[src/rtl/video_timing_gen.sv]
// Raster timing generator: H/V counters, syncs, active/border flags and
// a scan-doubled framebuffer row counter with per-frame scroll preload.
module video_timing_gen #(
  parameter int H_ACTIVE  = 640,
  parameter int H_FP      = 16,
  parameter int H_SYNC    = 96,
  parameter int H_BP      = 48,
  parameter int V_ACTIVE  = 576,
  parameter int V_FP      = 5,
  parameter int V_SYNC    = 5,
  parameter int V_BP      = 38,
  parameter int V_BORDER  = 32,
  parameter bit HS_POL    = 1'b0,
  parameter bit VS_POL    = 1'b0,
  parameter int SCROLL_W  = 8,
  parameter int DBL_SHIFT = 1,
  parameter int CW        = 11
) (
  input  logic                          clk24,
  input  logic                          reset,
  input  logic                          ce,
  input  logic [SCROLL_W-1:0]           scroll,
  output logic                          hsync,
  output logic                          vsync,
  output logic                          video_active,
  output logic                          bordery,
  output logic                          retrace,
  output logic                          line_start,
  output logic                          frame_start,
  output logic [CW-1:0]                 xpos,
  output logic [CW-1:0]                 ypos,
  output logic [SCROLL_W+DBL_SHIFT-1:0] fb_row,
  output logic [SCROLL_W+DBL_SHIFT-1:0] fb_row_count
);

  localparam int FW      = SCROLL_W + DBL_SHIFT;
  localparam int H_TOTAL = H_ACTIVE + H_FP + H_SYNC + H_BP;
  localparam int V_TOTAL = V_ACTIVE + V_FP + V_SYNC + V_BP;

  localparam logic [CW-1:0] HLAST = CW'(H_TOTAL - 1);
  localparam logic [CW-1:0] VLAST = CW'(V_TOTAL - 1);
  localparam logic [CW-1:0] HACT  = CW'(H_ACTIVE);
  localparam logic [CW-1:0] VACT  = CW'(V_ACTIVE);
  localparam logic [CW-1:0] HS0   = CW'(H_ACTIVE + H_FP);
  localparam logic [CW-1:0] HS1   = CW'(H_ACTIVE + H_FP + H_SYNC);
  localparam logic [CW-1:0] VS0   = CW'(V_ACTIVE + V_FP);
  localparam logic [CW-1:0] VS1   = CW'(V_ACTIVE + V_FP + V_SYNC);
  localparam logic [CW-1:0] VBT   = CW'(V_BORDER);
  localparam logic [CW-1:0] VBB   = CW'(V_ACTIVE - V_BORDER);

  // started=0 means the next ce presents (0,0) instead of advancing
  logic          started;
  logic [CW-1:0] nx, ny;
  logic          n_hs, n_vs, n_ls;
  logic [FW-1:0] fb_load;

  always_comb begin
    nx = '0;
    ny = '0;
    if (started) begin
      if (xpos == HLAST) begin
        nx = '0;
        ny = (ypos == VLAST) ? '0 : ypos + CW'(1);
      end else begin
        nx = xpos + CW'(1);
        ny = ypos;
      end
    end
  end

  assign n_hs = (nx >= HS0) && (nx < HS1);
  assign n_vs = (ny >= VS0) && (ny < VS1);
  assign n_ls = (nx == '0);
  assign fb_load = (FW'(scroll) << DBL_SHIFT)
                 | FW'((1 << DBL_SHIFT) - 1);

  always_ff @(posedge clk24 or posedge reset) begin
    if (reset) begin
      started      <= 1'b0;
      xpos         <= '0;
      ypos         <= '0;
      hsync        <= ~HS_POL;
      vsync        <= ~VS_POL;
      video_active <= 1'b0;
      bordery      <= 1'b0;
      retrace      <= 1'b0;
      line_start   <= 1'b0;
      frame_start  <= 1'b0;
      fb_row       <= '0;
      fb_row_count <= '0;
    end else if (ce) begin
      started      <= 1'b1;
      xpos         <= nx;
      ypos         <= ny;
      hsync        <= n_hs ? HS_POL : ~HS_POL;
      vsync        <= n_vs ? VS_POL : ~VS_POL;
      video_active <= (nx < HACT) && (ny < VACT);
      bordery      <= ((ny < VBT) || (ny >= VBB)) && (ny < VACT);
      retrace      <= (ny >= VACT);
      line_start   <= n_ls;
      frame_start  <= n_ls && (ny == '0);
      if (n_ls) begin
        if (ny == VBT) begin
          fb_row       <= fb_load;
          fb_row_count <= '1;
        end else begin
          fb_row <= fb_row - FW'(1);
          if (fb_row_count != '0)
            fb_row_count <= fb_row_count - FW'(1);
        end
      end
    end
  end

endmodule

[config.mk]
export PLATFORM = sky130hd
export DESIGN_NAME = video_timing_gen
export DESIGN_NICKNAME = d
export VERILOG_FILES = /design/src/rtl/video_timing_gen.sv
export SDC_FILE = /design/constraint.sdc
export NUM_CORES = 1
export LEC_CHECK = 0
export BUFFER_PORTS_ARGS = -buffer_cell sky130_fd_sc_hd__buf_2
export CORE_MARGIN = 1
export CORE_UTILIZATION = 51
export CTS_CLUSTER_DIAMETER = 120
export DETAILED_ROUTE_END_ITERATION = 10
export GPL_TIMING_DRIVEN = 0
export PLACE_DENSITY = 0.76
export SLEW_MARGIN = 20
export SYNTH_ARGS = -nofsm -noshare
export SYNTH_HDL_FRONTEND = slang
export SYNTH_SLANG_ARGS = --single-unit
export TNS_END_PERCENT = 10
[constraint.sdc]
create_clock -name clk24 -period 3 [get_ports clk24]
set_clock_uncertainty 0.1 [all_clocks]
set_input_delay 0.15 -clock clk24 [delete_from_list [all_inputs] [get_ports clk24]]
set_output_delay 0.15 -clock clk24 [all_outputs]
set_load 0.005 [all_outputs]
==> metrics.cfg, run 1 <==
[routing]
drtIter0Drc = 336
dr.pass1.iters = 5
wl_um = 9870
route.detailed.drc = 0
drt-wirelength-per-cell_um = 17.2
viasPerCell = 6.43
vias = 3685
drtAntennaViolNets = 0

[setup_path]
crit_arrival_ns = 3.25
worstSetupEndpointType = register
critical_path_required_ns = 3.11
crit_family = simple AND/OR/NAND/NOR gates
critPathLaunchType = register
worst-path-max-fanout = 7
reg2reg_depth = 9
path_buf_inv = 1
r2r_start = ypos[0]
ff2ff_setup_slack_ns = -0.14
critical_path.slowest_cell = or3b_2
r2r-end = fb_row[2]
crit_chain = ha_2 -> nand4_1 -> or3b_2 -> or3_1 -> and4b_4 -> o2111ai_4 -> buf_6 -> a31oi_1 -> o22a_1
critPathKind = reg -> reg
max_stage_delay_ns = 0.55

[clock_tree]
path_clk_slew_ns = 0.10
cts_tree = yes
clock-sinks = 48
root_buffer = clkbuf_8
insertion_delay_ns = 0.31
cts_buffers = 5
htreeDepth = 2
cts.path.max_buffers = 2

[grt]
overflow = 0
first_global_vias = 3320
grtUsageTotal = 0.284
antenna_found_initial = 0
grt_pass1_wl_um = 15900
grt_max_degree = 32

[floorplan]
core_mm2 = 0.00639
die_height_um = 83.4
ioPinCount = 58
dieArea_mm2 = 0.00696
fp.dieW_um = 83.4
rows = 29
initial_utilization = 0.529

[timing]
setup_viol = 20
tightest_slew_ns = 0.739
fin_crit_ns = 3.14
fin_tns_setup_ns = -1.46
slew_headroom = 0.503
hold_viol = 0
setup_ws_ns = -0.143
rsz0062_at_grt = true
maxSlewViolCount = 0
period_share = 1.05
fmax_mhz = 318

[logic_synthesis]
syn-cell-area_mm2 = 0.00338
synthArstFlopShare = 1.00
synth-compound-area-share = 0.271
synth_ff_type = dfrtp_1
synthMuxAreaShare = 0.0311
synth_warnings = 0
syn-num-nets = 433
syn_avg_cell_area_um2 = 8.08
synthDistinctLibCells = 67
ys_seq_elements = 48
synth_cells = 418
synth_xor_area_frac = 0.0181
synthSimpleGateAreaFrac = 0.247
synthAdderAreaFrac = 0.0148
synth.top_cell.area_share = 0.341
synth_top_family_by_area = compound AO/OA/AOI/OAI gates
post_synth_main_area_contributors = dfrtp_1, o21ai_0, nand2_1
yosys.area.top_type = dfrtp_1
synth-edff-count = 0
yosysSeqAreaShare = 0.356
yosys-top-cells-count = dfrtp_1, nand2_1, o21ai_0, nor2_1, clkbuf_1

[flow_run]
maxCapViolCount = 0

[power_and_ir_drop]
total_leakage_power_nw = 1.87
fin_total_pwr_mw = 1.89
ir_worst_vdd_v = 0.000410
powerDensity_mw_per_mm2 = 446

[finish]
area_growth_pct = 25.3
fin_nets = 510
antenna_cells = 0
drive_above_1_share = 0.278

[placement]
dp.final_hpwl_um = 6830
place.gp.congestion = 0.984
portBuffers = 56

[hold_path]
hold_class = in -> reg
hp-start = scroll[0]
hold_end = fb_row[1]
hold_depth = 3

[run_status]
violations = setup timing
status = complete, but fails checks

==> cell type report <==
class	count	area, um2
fillers	517	2150
multi-input cells	318	2150
flip-flops and latches	48	1210
repair buffers	75	458
plain buffers	27	134
well taps	77	96.3
inverters	20	75.1
clock buffers	5	68.8
clock inverters	3	47.5
==> how the worst max path moves through the flow <==
| stage | from | to | depth (start not counted) |
|---|---|---|---|
| 3_5_place_dp | xpos[0] | fb_row[3] | 11 |
| 4_1_cts | xpos[7] | fb_row[2] | 9 |
| 3_3_place_gp | xpos[0] | fb_row[3] | 11 |
| 6_report | ypos[0] | fb_row[2] | 9 |
| 2_1_floorplan | xpos[5] | fb_row_count[4] | 9 |
| 5_1_grt | ypos[0] | fb_row[2] | 10 |
==> power by group <==
group          switching [mW]  internal (mW)
Combinational           0.307          0.263
Clock                   0.238          0.251
Sequential             0.0995          0.729
==> sequential cells by signal (all words and copies together), names as in the netlist <==
register,count
ypos,11
fb_row,9
fb_row_count,9
retrace,1
vsync,1
started,1
frame_start,1
line_start,1
hsync,1
video_active,1
bordery,1
xpos,11
==> logic make-up after synthesis <==
kind of cell	count (synthesis)
AND/OR/NAND/NOR	163
AO/OA/AOI/OAI	134
buffers and inverters	52
flip-flops	48
multiplexers	10
XOR/XNOR	7
adder cells (fa/ha/maj)	4
==> stage by stage <==
stage               hold slack (ns)   util  worst slack (ns)  std cells  instance area [um2]
floorplan                     0.246      -           -0.0293        418                 3380
global placement              0.347  0.588            -0.680        551                 3760
detailed placement           0.0713  0.591            -0.769        552                 3780
CTS                          0.0121  0.647            -0.139        569                 4130
global route                 0.0369  0.663            -0.221        573                 4230
finish                       0.0178  0.663            -0.143        573                 4230
==> routing by layer <==
| layer | GRT usage | wire length (um) | part of all wire |
|---|---|---|---|
| met5 | 0 | 0 | 0 |
| met4 | 0.105 | 221 | 0.022 |
| met3 | 0.0537 | 849 | 0.086 |
| met2 | 0.438 | 4460 | 0.45 |
| met1 | 0.397 | 4330 | 0.44 |
==> worst reg2reg max path, cell delays in order (launching register included) <==
cell and delay [ns]:
dfrtp_1 0.39, ha_2 0.28, nand4_1 0.27, or3b_2 0.55
or3_1 0.39, and4b_4 0.26, o2111ai_4 0.33, buf_6 0.17
a31oi_1 0.09, o22a_1 0.22
==> what timing repair did <==
item,in CTS,in global routing
buffers inserted,9,7
pin swaps,7,8
endpoints found under the setup margin,28,24
endpoints found under the hold margin,15,0
cloned,1,0
gates resized for setup,41,19
hold buffers,1,0
==> cells in the final DEF, fill, tap and decap left out, types with 11 or more instances in the layout <==
| cell type | Yosys | layout |
|---|---|---|
| clkbuf_1 | 28 | 14 |
| nand2_1 | 46 | 45 |
| nand3_1 | 15 | 13 |
| a21oi_1 | 22 | 22 |
| nand4_1 | 11 | 11 |
| buf_4 | 1 | 14 |
| o21ai_0 | 40 | 36 |
| nor2_1 | 30 | 28 |
| buf_2 | 1 | 57 |
| dfrtp_1 | 46 | 43 |
| inv_1 | 20 | 19 |
Power figures use the tool's default switching activity.
==> run 2, diff against run 1 <==
- PLACE_DENSITY: 0.76 -> 0.84
==> metrics.cfg, run 2 (synthesized netlist as in run 1, its figures left out) <==
[hold_path]
hold_class = in -> reg

[setup_path]
ff2ff_setup_slack_ns = -0.12
critical_path_required_ns = 3.09
crit_arrival_ns = 3.22
critical_path.slowest_cell = or4_4
critPathLaunchType = register
worstSetupEndpointType = register
max_stage_delay_ns = 0.56
worst-path-max-fanout = 4
crit_path_frequent_cell = or4_4
crit_chain = or4_4 -> or3_4 -> or4_4 -> and4b_4 -> o2111ai_4 -> buf_6 -> nand2b_4 -> o41ai_2 -> o31ai_1
critPathKind = reg -> reg

[routing]
dr.pass1.iters = 6
drt-wirelength-per-cell_um = 18.2
viasPerCell = 6.58
vias = 3749
drtIter0Drc = 251
drtAntennaViolNets = 0
route.detailed.drc = 0
wl_um = 10400

[finish]
area_growth_pct = 25.6
layout_common_cells = buf_2, nand2_1, dfrtp_1
drive_above_1_share = 0.274
final_common_cell = buf_2
fin_cells = 570
reg_top3 = xpos x11, ypos x11
finish.utilization = 0.665
antenna_cells = 0
fin_nets = 507
fillers = 541

[timing]
period_share = 1.04
rsz0062_at_grt = true
fin_tns_setup_ns = -0.884
fmax_mhz = 320
tightest_slew_ns = 0.694
holdWs_ns = 0.00382
hold_viol = 0
fin_crit_ns = 3.12
maxSlewViolCount = 0
setup_ws_ns = -0.125
slew_headroom = 0.534
setup_viol = 15

[grt]
grtUsageTotal = 0.296
first_global_vias = 3352
antenna_found_initial = 0
grt_pass1_wl_um = 16500
grt_max_degree = 26
overflow = 0

[floorplan]
ioPinCount = 58
die_height_um = 83.4
dieArea_mm2 = 0.00696
rows = 29
fp.dieW_um = 83.4
core_mm2 = 0.00639
initial_utilization = 0.529

[clock_tree]
insertion_delay_ns = 0.32
cts_buffers = 5
root_buffer = clkbuf_8
path_clk_slew_ns = 0.10
clock-sinks = 48
htreeDepth = 2
cts_tree = yes
cts.path.max_buffers = 2

[placement]
dpl.cell_count = 552
dp.final_hpwl_um = 6950
portBuffers = 56
place.gp.congestion = 0.969

[run_status]
status = complete, but fails checks
violations = setup timing

[power_and_ir_drop]
ir_worst_vdd_v = 0.000400
fin_total_pwr_mw = 1.98
powerDensity_mw_per_mm2 = 467
total_leakage_power_nw = 1.88

[flow_run]
maxCapViolCount = 0

-- run 2: changes by cell type in the layout (fill, tap and decap cells not counted), sizes merged --
cell / change
bufinv: +1
buf: -3
clkinv: -2
inv: +1
-- run 2: path summary, 6_finish.rpt --
path | start | cells after the start | endpoint
worst min-delay path | scroll[3] | 3 | fb_row[4]
worst max register to register | xpos[5] | 9 | fb_row_count[4]
min in group asynchronous | reset | 3 | retrace
worst max-delay path | xpos[5] | 9 | fb_row_count[4]
worst min register to register | bordery | 1 | bordery
max in group asynchronous | reset | 4 | ypos[8]
-- run 2: routing by layer --
| layer | routed length [um] | part of all wire | GRT usage | up-vias |
|---|---|---|---|---|
| met5 | 0 | 0 | 0 | - |
| met4 | 356 | 0.034 | 0.111 | 0 |
| met3 | 816 | 0.079 | 0.0557 | 39 |
| met2 | 4890 | 0.47 | 0.466 | 207 |
| met1 | 4330 | 0.42 | 0.407 | 1794 |
| li1 | - | - | - | 1709 |
-- run 2: cell type report --
class                           instances  area [um2]  area share
Inverter                               20        75.1      0.0177
Timing Repair Buffer                   74         445       0.105
Sequential cell                        48        1210       0.285
Multi-Input combinational cell        318        2160       0.508
Tap cell                               77        96.3      0.0227
Clock inverter                          3        68.8      0.0162
Buffer                                 25         126      0.0298
Clock buffer                            5        68.8      0.0162
-- run 2: power breakdown --
group          switching, mW  internal [mW]  total (mW)
clock                  0.249          0.336       0.584
combinational          0.292          0.243       0.535
sequential             0.133          0.730       0.862
-- run 2: what timing repair did --
item,in CTS,in global routing
hold buffers,1,0
hold endpoints to repair,21,0
endpoints found under the setup margin,32,24
cloned,1,0
pin swaps,9,4
buffers inserted,11,4
resized for setup,49,11
-- run 2: per-stage QoR --
step / setup WS, ns / instance area [um2]
floorplan: -0.0293 / 3380
global placement: -0.618 / 3760
CTS: -0.148 / 4200
finish: -0.125 / 4250
detailed placement: -0.678 / 3780
global route: -0.210 / 4250
-- run 2: critical path: cells and delay by family, from the launching register on --
kind | cells | cell delay (ns)
and+or+nand+nor | 5 | 1.74
AOI/OAI and AO/OA | 3 | 0.61
DFF | 1 | 0.40
buffers and inverters | 1 | 0.16
==> run 3, diff against run 2 <==
- CORE_UTILIZATION: 51 -> 53
- CTS_BUF_LIST: unset -> sky130_fd_sc_hd__clkbuf_4
- PLACE_DENSITY: 0.84 -> 0.87
==> metrics.cfg, run 3 (synthesized netlist as in run 1, its figures left out) <==
[run_status]
status = complete, but fails checks
violations = setup timing

[routing]
drtIter0Drc = 319
dr.pass1.iters = 5
wl_um = 9920
drtAntennaViolNets = 0
drt-wirelength-per-cell_um = 17.4
viasPerCell = 6.52
route.detailed.drc = 0
vias = 3723

[clock_tree]
path_clk_slew_ns = 0.15
root_buffer = clkbuf_4
cts_tree = yes
htreeDepth = 2
clock-sinks = 48
cts_buffers = 5
insertion_delay_ns = 0.38
cts.path.max_buffers = 2

[placement]
dpl.cell_count = 550
portBuffers = 56
dp.final_hpwl_um = 6770
placed_area_mm2 = 0.00377
place.gp.congestion = 0.950

[timing]
slew_headroom = 0.216
period_share = 1.03
maxSlewViolCount = 0
hold_viol = 0
fmax_mhz = 322
fin_crit_ns = 3.10
fin_tns_setup_ns = -0.757
rsz0062_at_grt = true
setup_viol = 12
tightest_slew_ns = 1.17
setup_ws_ns = -0.101

[hold_path]
hp-start = scroll[1]
hold_class = in -> reg
hold_depth = 4
hold_end = fb_row[2]

[grt]
grtUsageTotal = 0.309
grt_max_degree = 28
first_global_vias = 3316
overflow = 0
grt_pass1_wl_um = 16000
antenna_found_initial = 0

[setup_path]
reg2reg_depth = 10
critPathKind = reg -> reg
path_buf_inv = 2
critical_path_required_ns = 3.23
crit_arrival_ns = 3.33
r2r-end = fb_row[5]
worst-path-max-fanout = 4
r2r_start = xpos[6]
ff2ff_setup_slack_ns = -0.10
crit_chain = or4_4 -> or3_4 -> or4_4 -> and4b_4 -> o2111ai_4 -> buf_4 -> buf_4 -> nor2_1 -> a31oi_1 -> o22a_1
worstSetupEndpointType = register
crit_family = simple AND/OR/NAND/NOR gates
max_stage_delay_ns = 0.57
critPathLaunchType = register
critical_path.slowest_cell = or4_4

[power_and_ir_drop]
netSwitchingPower_mw = 0.641
internal_power_mw = 1.16
clock_power_share = 0.227
power_frac_seq = 0.462
total_leakage_power_nw = 1.84
switching_share = 0.355
ir_worst_vdd_v = 0.000388
comb_power_share = 0.311
fin_total_pwr_mw = 1.81
powerDensity_mw_per_mm2 = 429

[flow_run]
maxCapViolCount = 0

[finish]
reg_top3 = xpos x11, ypos x11
finish.utilization = 0.698
antenna_cells = 0
layout_common_cells = buf_2, nand2_1, dfrtp_1
final_common_cell = buf_2
fin_cells = 571
fin_nets = 510
drive_above_1_share = 0.270
design_area_mm2 = 0.00421
area_growth_pct = 24.4

[floorplan]
initial_utilization = 0.561
fp.dieW_um = 81.9
rows = 28
core_mm2 = 0.00603
ioPinCount = 58
dieArea_mm2 = 0.00670
die_height_um = 81.9

[run 3: tightest hold or removal path, delay by kind of cell]
| kind | cells | cell delay (ns) |
|---|---|---|
| buffers and inverters | 1 | 0.08 |
| AO/OA/AOI/OAI | 2 | 0.26 |
| AND/OR/NAND/NOR | 1 | 0.03 |
[run 3: per-stage QoR]
stage,hold WS [ns],setup WS [ns]
floorplan,0.246,-0.0293
global placement,0.338,-0.641
detailed placement,0.112,-0.661
CTS,0.0669,-0.170
global route,0.0993,-0.220
finish,0.0627,-0.101
[run 3: per-layer routing]
layer	wire length [um]	vias up	global-route usage
met4	304	0	0.133
li1	-	1705	-
met1	4210	1773	0.422
met5	0	-	0
met3	767	39	0.0456
met2	4640	206	0.483
[run 3: timing repair]
action	in CTS	in global routing
hold buffers	6	0
gates resized for setup	33	29
setup buffers	8	7
pin swaps	7	14
endpoints found under the hold margin	25	0
setup endpoints to repair	30	25
[run 3: worst max-delay path by stage]
stage,slack [ns],to,depth (start not counted),start
2_1_floorplan,-0.03,fb_row_count[4],9,xpos[5]
3_3_place_gp,-0.64,fb_row[4],11,xpos[1]
3_5_place_dp,-0.66,fb_row[3],11,xpos[1]
4_1_cts,-0.17,fb_row_count[4],9,xpos[6]
5_1_grt,-0.22,fb_row[6],13,xpos[4]
6_report,-0.10,fb_row[5],10,xpos[6]
[run 3: final cells by class]
class,instances,area (um2)
clock buffer,5,37.5
fill,452,1820
buffer,24,111
multi-input combinational,318,2150
sequential,48,1210
timing repair buffer,78,480
inverter,20,75.1
clock inverter,3,46.3
tap,75,93.8
[run 3: power by group through the flow]
stage | sequential [mW] | combinational (mW) | clock (mW)
finish | 0.834 | 0.562 | 0.410
global route | 0.851 | 0.635 | 0.440
CTS | 0.810 | 0.555 | 0.415
detailed placement | 0.825 | 0.509 | 0
global placement | 0.822 | 0.490 | 0
floorplan | 0.817 | 0.338 | 0
